File: src/rtl/popcount_pkg.sv
// Shared types and width helpers for the popcount family.
package popcount_pkg;

  localparam int unsigned DEF_CHUNK_W   = 19;
  localparam int unsigned DEF_NUM_BEATS = 4;

  typedef enum logic [1:0] {
    IDLE = 2'd0,
    ACC  = 2'd1,
    DONE = 2'd2
  } pc_state_t;

  // Bits needed to hold the count of ones in a w-bit word.
  function automatic int unsigned count_width(input int unsigned w);
    return $clog2(w + 1);
  endfunction

  // Bits needed to hold the total over nb beats of cw bits each.
  function automatic int unsigned sum_width(input int unsigned cw, input int unsigned nb);
    return $clog2(cw * nb + 1);
  endfunction

  // Bits needed to hold a beat count of 0..nb.
  function automatic int unsigned beat_width(input int unsigned nb);
    return $clog2(nb + 1);
  endfunction

endpackage

File: src/rtl/popcount_chunk.sv
// Exact combinational popcount of one W-bit word, built as a balanced
// binary adder tree. Interface is shared with approximate variants.
module popcount_chunk
  import popcount_pkg::*;
#(
  parameter  int unsigned W  = DEF_CHUNK_W,
  localparam int unsigned CW = count_width(W)
) (
  input  logic [W-1:0]  input_a,
  output logic [CW-1:0] count
);

  // Heap-ordered tree: leaves at W..2W-1, node i sums nodes 2i and 2i+1,
  // node 1 is the root. Works for any W, not only powers of two.
  logic [CW-1:0] node [1:2*W-1];

  // Fill leaves, then reduce from the deepest internal node upwards.
  always_comb begin
    node = '{default: '0};
    for (int unsigned i = 0; i < W; i++) begin
      node[W + i] = CW'(input_a[i]);
    end
    for (int unsigned i = W - 1; i >= 1; i--) begin
      node[i] = node[2 * i] + node[2 * i + 1];
    end
  end

  assign count = node[1];

endmodule

File: src/rtl/popcount_seq_acc.sv
// Sequential popcount accumulator: counts ones over a vector delivered as
// CHUNK_W-bit beats and presents the total on a valid/ready output.
// Optional feature macro: POPCOUNT_THRESH_EN (adds out_fire = sum >= THRESH).
module popcount_seq_acc
  import popcount_pkg::*;
#(
  parameter  int unsigned CHUNK_W   = DEF_CHUNK_W,
  parameter  int unsigned NUM_BEATS = DEF_NUM_BEATS,
`ifdef POPCOUNT_THRESH_EN
  parameter  int unsigned THRESH    = 38,
`endif
  localparam int unsigned SUM_W     = sum_width(CHUNK_W, NUM_BEATS),
  localparam int unsigned BEAT_W    = beat_width(NUM_BEATS)
) (
  input  logic               clk,
  input  logic               rst,
  input  logic               in_valid,
  output logic               in_ready,
  input  logic               in_last,
  input  logic [CHUNK_W-1:0] input_a,
  output logic               out_valid,
  input  logic               out_ready,
  output logic [SUM_W-1:0]   out_sum,
  output logic [BEAT_W-1:0]  out_beats
`ifdef POPCOUNT_THRESH_EN
  ,
  output logic               out_fire
`endif
);

  localparam int unsigned CW = count_width(CHUNK_W);

  pc_state_t         state;
  logic [SUM_W-1:0]  acc;
  logic [BEAT_W-1:0] beats;
  logic [CW-1:0]     beat_count;
  logic [SUM_W-1:0]  acc_next;
  logic [BEAT_W-1:0] beats_next;
  logic              accept;
  logic              vec_end;

  popcount_chunk #(
    .W (CHUNK_W)
  ) u_chunk (
    .input_a (input_a),
    .count   (beat_count)
  );

  assign in_ready   = (state != DONE);
  assign out_valid  = (state == DONE);
  assign accept     = in_valid && in_ready;
  assign acc_next   = ((state == IDLE) ? '0 : acc) + SUM_W'(beat_count);
  assign beats_next = beats + BEAT_W'(1);
  assign vec_end    = in_last || (beats_next == BEAT_W'(NUM_BEATS));

  // Result registers are only exposed while the result is held.
  assign out_sum   = out_valid ? acc   : '0;
  assign out_beats = out_valid ? beats : '0;

`ifdef POPCOUNT_THRESH_EN
  logic fire_q;
  assign out_fire = out_valid && fire_q;
`endif

  // Beat acceptance, vector termination and result hand-off.
  always_ff @(posedge clk) begin
    if (rst) begin
      state <= IDLE;
      acc   <= '0;
      beats <= '0;
`ifdef POPCOUNT_THRESH_EN
      fire_q <= 1'b0;
`endif
    end else begin
      unique case (state)
        IDLE, ACC: begin
          if (accept) begin
            acc   <= acc_next;
            beats <= beats_next;
            state <= vec_end ? DONE : ACC;
`ifdef POPCOUNT_THRESH_EN
            // Only the value captured on the final beat is ever visible.
            fire_q <= (32'(acc_next) >= THRESH);
`endif
          end
        end
        DONE: begin
          if (out_ready) begin
            state <= IDLE;
            acc   <= '0;
            beats <= '0;
          end
        end
        default: state <= IDLE;
      endcase
    end
  end

endmodule

File: config.mk
export PLATFORM = sky130hd
export DESIGN_NAME = popcount_seq_acc
export DESIGN_NICKNAME = d
export VERILOG_FILES = /design/src/rtl/popcount_pkg.sv /design/src/rtl/popcount_chunk.sv /design/src/rtl/popcount_seq_acc.sv
export SDC_FILE = /design/constraint.sdc
export NUM_CORES = 1
export LEC_CHECK = 0
export ABC_AREA = 1
export CELL_PAD_IN_SITES_DETAIL_PLACEMENT = 0
export CELL_PAD_IN_SITES_GLOBAL_PLACEMENT = 1
export CORE_MARGIN = 4
export CORE_UTILIZATION = 30
export DETAILED_ROUTE_END_ITERATION = 12
export PLACE_DENSITY_LB_ADDON = 0.1
export SYNTH_ARGS = -nofsm -noshare
export SYNTH_HDL_FRONTEND = slang
export SYNTH_SLANG_ARGS = --single-unit
File: constraint.sdc
create_clock -name clk -period 6 [get_ports clk]
set_input_delay 1.8 -clock clk [delete_from_list [all_inputs] [get_ports clk]]
set_output_delay 1.8 -clock clk [all_outputs]
set_load 0.02 [all_outputs]
==> metrics.txt <==
required time of the worst setup path=roughly 6 ns; router iterations before antenna repair=4; crit path capture type=flop; Yosys cell types=26; endpoint of the worst setup timing path=acc[3]; worst slew pin tran=0.467 ns; net total in the final layout=297; CP Launch Point=input_a[9]; met1 wire length=roughly 1500 um; sequence of cells on the critical path=clkdlybuf4s15_1 -> ha_1 -> inv_2 -> fa_2 -> inv_2 -> fa_2 -> fa_1 -> inv_2 -> fa_1 -> inv_1 -> ha_2 -> fa_2 -> xor2_1 -> ha_1 -> inv_2 -> buf_4 -> buf_4 -> nor2_1 -> nor2_1 -> nand2_1 -> a21oi_1; detailed route wirelength on metal2=approximately 1500 um; Clock Pin Slew Worst Setup and Hold Paths=0.05 ns; Final setup viols=0; yosys warns=0; floorplan row count=24; Final Total Pwr=772 uW; number of antenna-violating nets in the routed design=0; number of vias per cell=4.37; die outline height=77.0 um; pin count of the biggest net entering global routing=13; Top cell by count, worst path=inv_2; buffers from clock root to sink, at most=2; area grow syn2layout=41.5%; worst slack, placed=-0.538 ns; cell with the largest stage delay on the worst path=fa_1; remaining global-route overflow=0; maximum level of the CTS H-tree=1; Critical Path AT=5.84 ns; highest fanout seen on the critical path=2; final standard cell utilization of the core=45.1%; Critical Path Stages=21; CTS buffer count=3; number of failing hold endpoints at the final stage=0; share of cells above drive strength 1=approximately a quarter; static power due to leakage=0.000966 uW; capturing point of the worst reg2reg path=acc[6]; starting DRC count in detailed routing=22; R2R cell count=14; final cell count without fillers=289; cell family with most CP delay=adder cells; worst-case setup margin in the final layout=0.269 ns; worst vdd rail ir drop=0.241 mV; number of design rule violations left after detail routing=0; hpwl dp=2740 um; total placed cells including tap cells=~280; Max-Cap Viols=0; EDFF count, synth=0; achievable clock frequency=roughly 0.17 GHz; buffer type at the clock tree root=clkbuf_8; number of nets in the synthesized netlist=248; library cell with the highest instance count after synthesis=inv_1; worst-case clock skew=0.000822 ns; P per Cell Area=roughly 380 mW/mm^2; top-level I/O count=36; most numerous cell types in the synthesized netlist=inv_1, nand2_1, ha_1; delay of the slowest critical-path stage=0.56 ns; combined global-route utilization of all metal layers=11.9%; Setup CP Type=in -> reg; initial antenna violation count=0; quantity of hold-fixing buffers added after cts=0; result of the run=finished, final reports clean; Wirelength per Cell=11.0 um; Worst setup SP type=input port; clock tree sinks=12; TritonCTS clock tree=done; sequential cell area=approximately 240 sq um; area of the multi-input gates=0.00105 sq mm; Tmin final=5.73 ns; critical path buffer and inverter count=8; gp weighted congestion=0.756; routed wl met3=143 um; vias after detailed routing=1,262; ys flop type=dfxtp_1; number of pins with negative max-slew slack in the final report=0; unrepaired setup endpoints after global routing=false; fill count=459; global-route wire length before repair=approximately 5800 um; top sig layer=met4; proportion of register bits with asynchronous set or reset after synthesis=0%; combined area of all synthesized cells=approximately 0.0014 sq mm; vias in the first global route=1,322; total wirelength of the detailed-routed design=3170 um; starting utilization of the core area=31.9%; Die Area=0.00593 sq mm; top cell type's share of synthesized area=21.0%; Port-buffer cells=35; leading post-synthesis cells by cell area=fa_1, ha_1, dfxtp_1; most area-hungry cell type in the Yosys netlist=fa_1; width of the die=roughly 77 um; cell count after synthesis=189; Seq cells post-synth=12; Relative slew margins=68.8%; R2R Setup Slk=3.87 ns; clock latency reported for the late side of the worst-skew pair=0.24 ns; portion of the post-synthesis area used by sequential elements=16.8%; portion of the clock cycle consumed by the worst path in the final layout=between 90% and 100%; HP Class=reg -> reg; number of antenna repair diodes=0; total negative slack=0 ns; synthesized area per cell=7.55 sq um; core area=0.00447 sq mm; source of the worst register-to-register timing path=state[0]
==> placed cells by master (no fill, tap or decap), drive strengths merged <==
cell / instances
o211ai: 1
clkdlybuf4s50: 22
fa: 15
dlymetal6s2s: 1
dlygate4sd2: 1
clkdlybuf4s15: 5
inv: 55
o22ai: 1
or2: 1
buf: 11
nor2: 22
ha: 20
a31oi: 1
nand2: 29
nand3: 6
nand4: 2
a21oi: 15
dfxtp: 12
nand3b: 1
a21o: 1
xor2: 1
xnor2: 1
o21ai: 3
clkbuf: 10
==> metrics by stage <==
step                      hold slack, ns  area, sq um
after floorplan                    0.439         1430
after global placement             0.449         1900
after detailed placement           0.454         1900
after CTS                          0.463         2010
after global routing               0.484         2020
final                              0.465         2020
==> worst register-to-register path, stage by stage, from the launching register on <==
cell	delay (ns)
dfxtp_1	0.47
nor2_4	0.11
nor2_1	0.11
ha_1	0.22
inv_1	0.07
fa_1	0.36
inv_1	0.08
nand2_1	0.06
nand2_1	0.09
nand3_2	0.09
nand2_2	0.09
nand2_1	0.05
nand2_1	0.05
nand3_1	0.06
a21oi_1	0.14
==> area by class of cell <==
class                           count  share of cell area (%)
Timing Repair Buffer               46                    20.0
Inverter                           55                    10.3
Clock buffer                        4                    2.73
Sequential cell                    12                    11.9
Multi-Input combinational cell    120                    51.8
Tap cell                           52                    3.22
==> kinds of logic (layout without fill, tap and decap cells) <==
logic type	after synthesis	in the layout	synth area share (%)
simple gates	61	61	19.6
flops	12	12	16.8
buf+inv	57	105	15.2
fa+ha+maj	35	35	38.6
compound gates	22	22	8.50
xor+xnor	2	2	1.23
==> power by group <==
part           internal (uW)  switching [uW]  leakage, uW  total [uW]
registers               94.2            7.68    0.0000982         102
clock network           58.1            30.9    0.0000288        88.9
logic                    301             280     0.000839         581
==> state kept, by name (all words and copies together) (netlist names) <==
signal  count
acc         7
state       2
beats       3
==> worst min path at each step <==
| stage | from | to | slack [ns] | depth (start not counted) |
|---|---|---|---|---|
| 6_report | acc[4] | acc[4] | 0.46 | 2 |
| 3_3_place_gp | acc[0] | acc[0] | 0.45 | 2 |
| 2_1_floorplan | acc[0] | acc[0] | 0.44 | 2 |
| 5_1_grt | acc[4] | acc[4] | 0.48 | 2 |
| 4_1_cts | acc[4] | acc[4] | 0.46 | 2 |
| 3_5_place_dp | acc[4] | acc[4] | 0.45 | 2 |
==> timing repair <==
action                     CTS  global route
pin swaps                   20            19
setup buffers                1             1
setup endpoints to repair    5             3
resized for setup           35            21
==> metal layers <==
metal	vias up	global-route usage [%]
met1	568	15.9
met5	-	0
li1	665	-
met2	27	19.8
met4	0	1.07
met3	2	3.63
No activity file was read; power rests on OpenSTA's default activity.
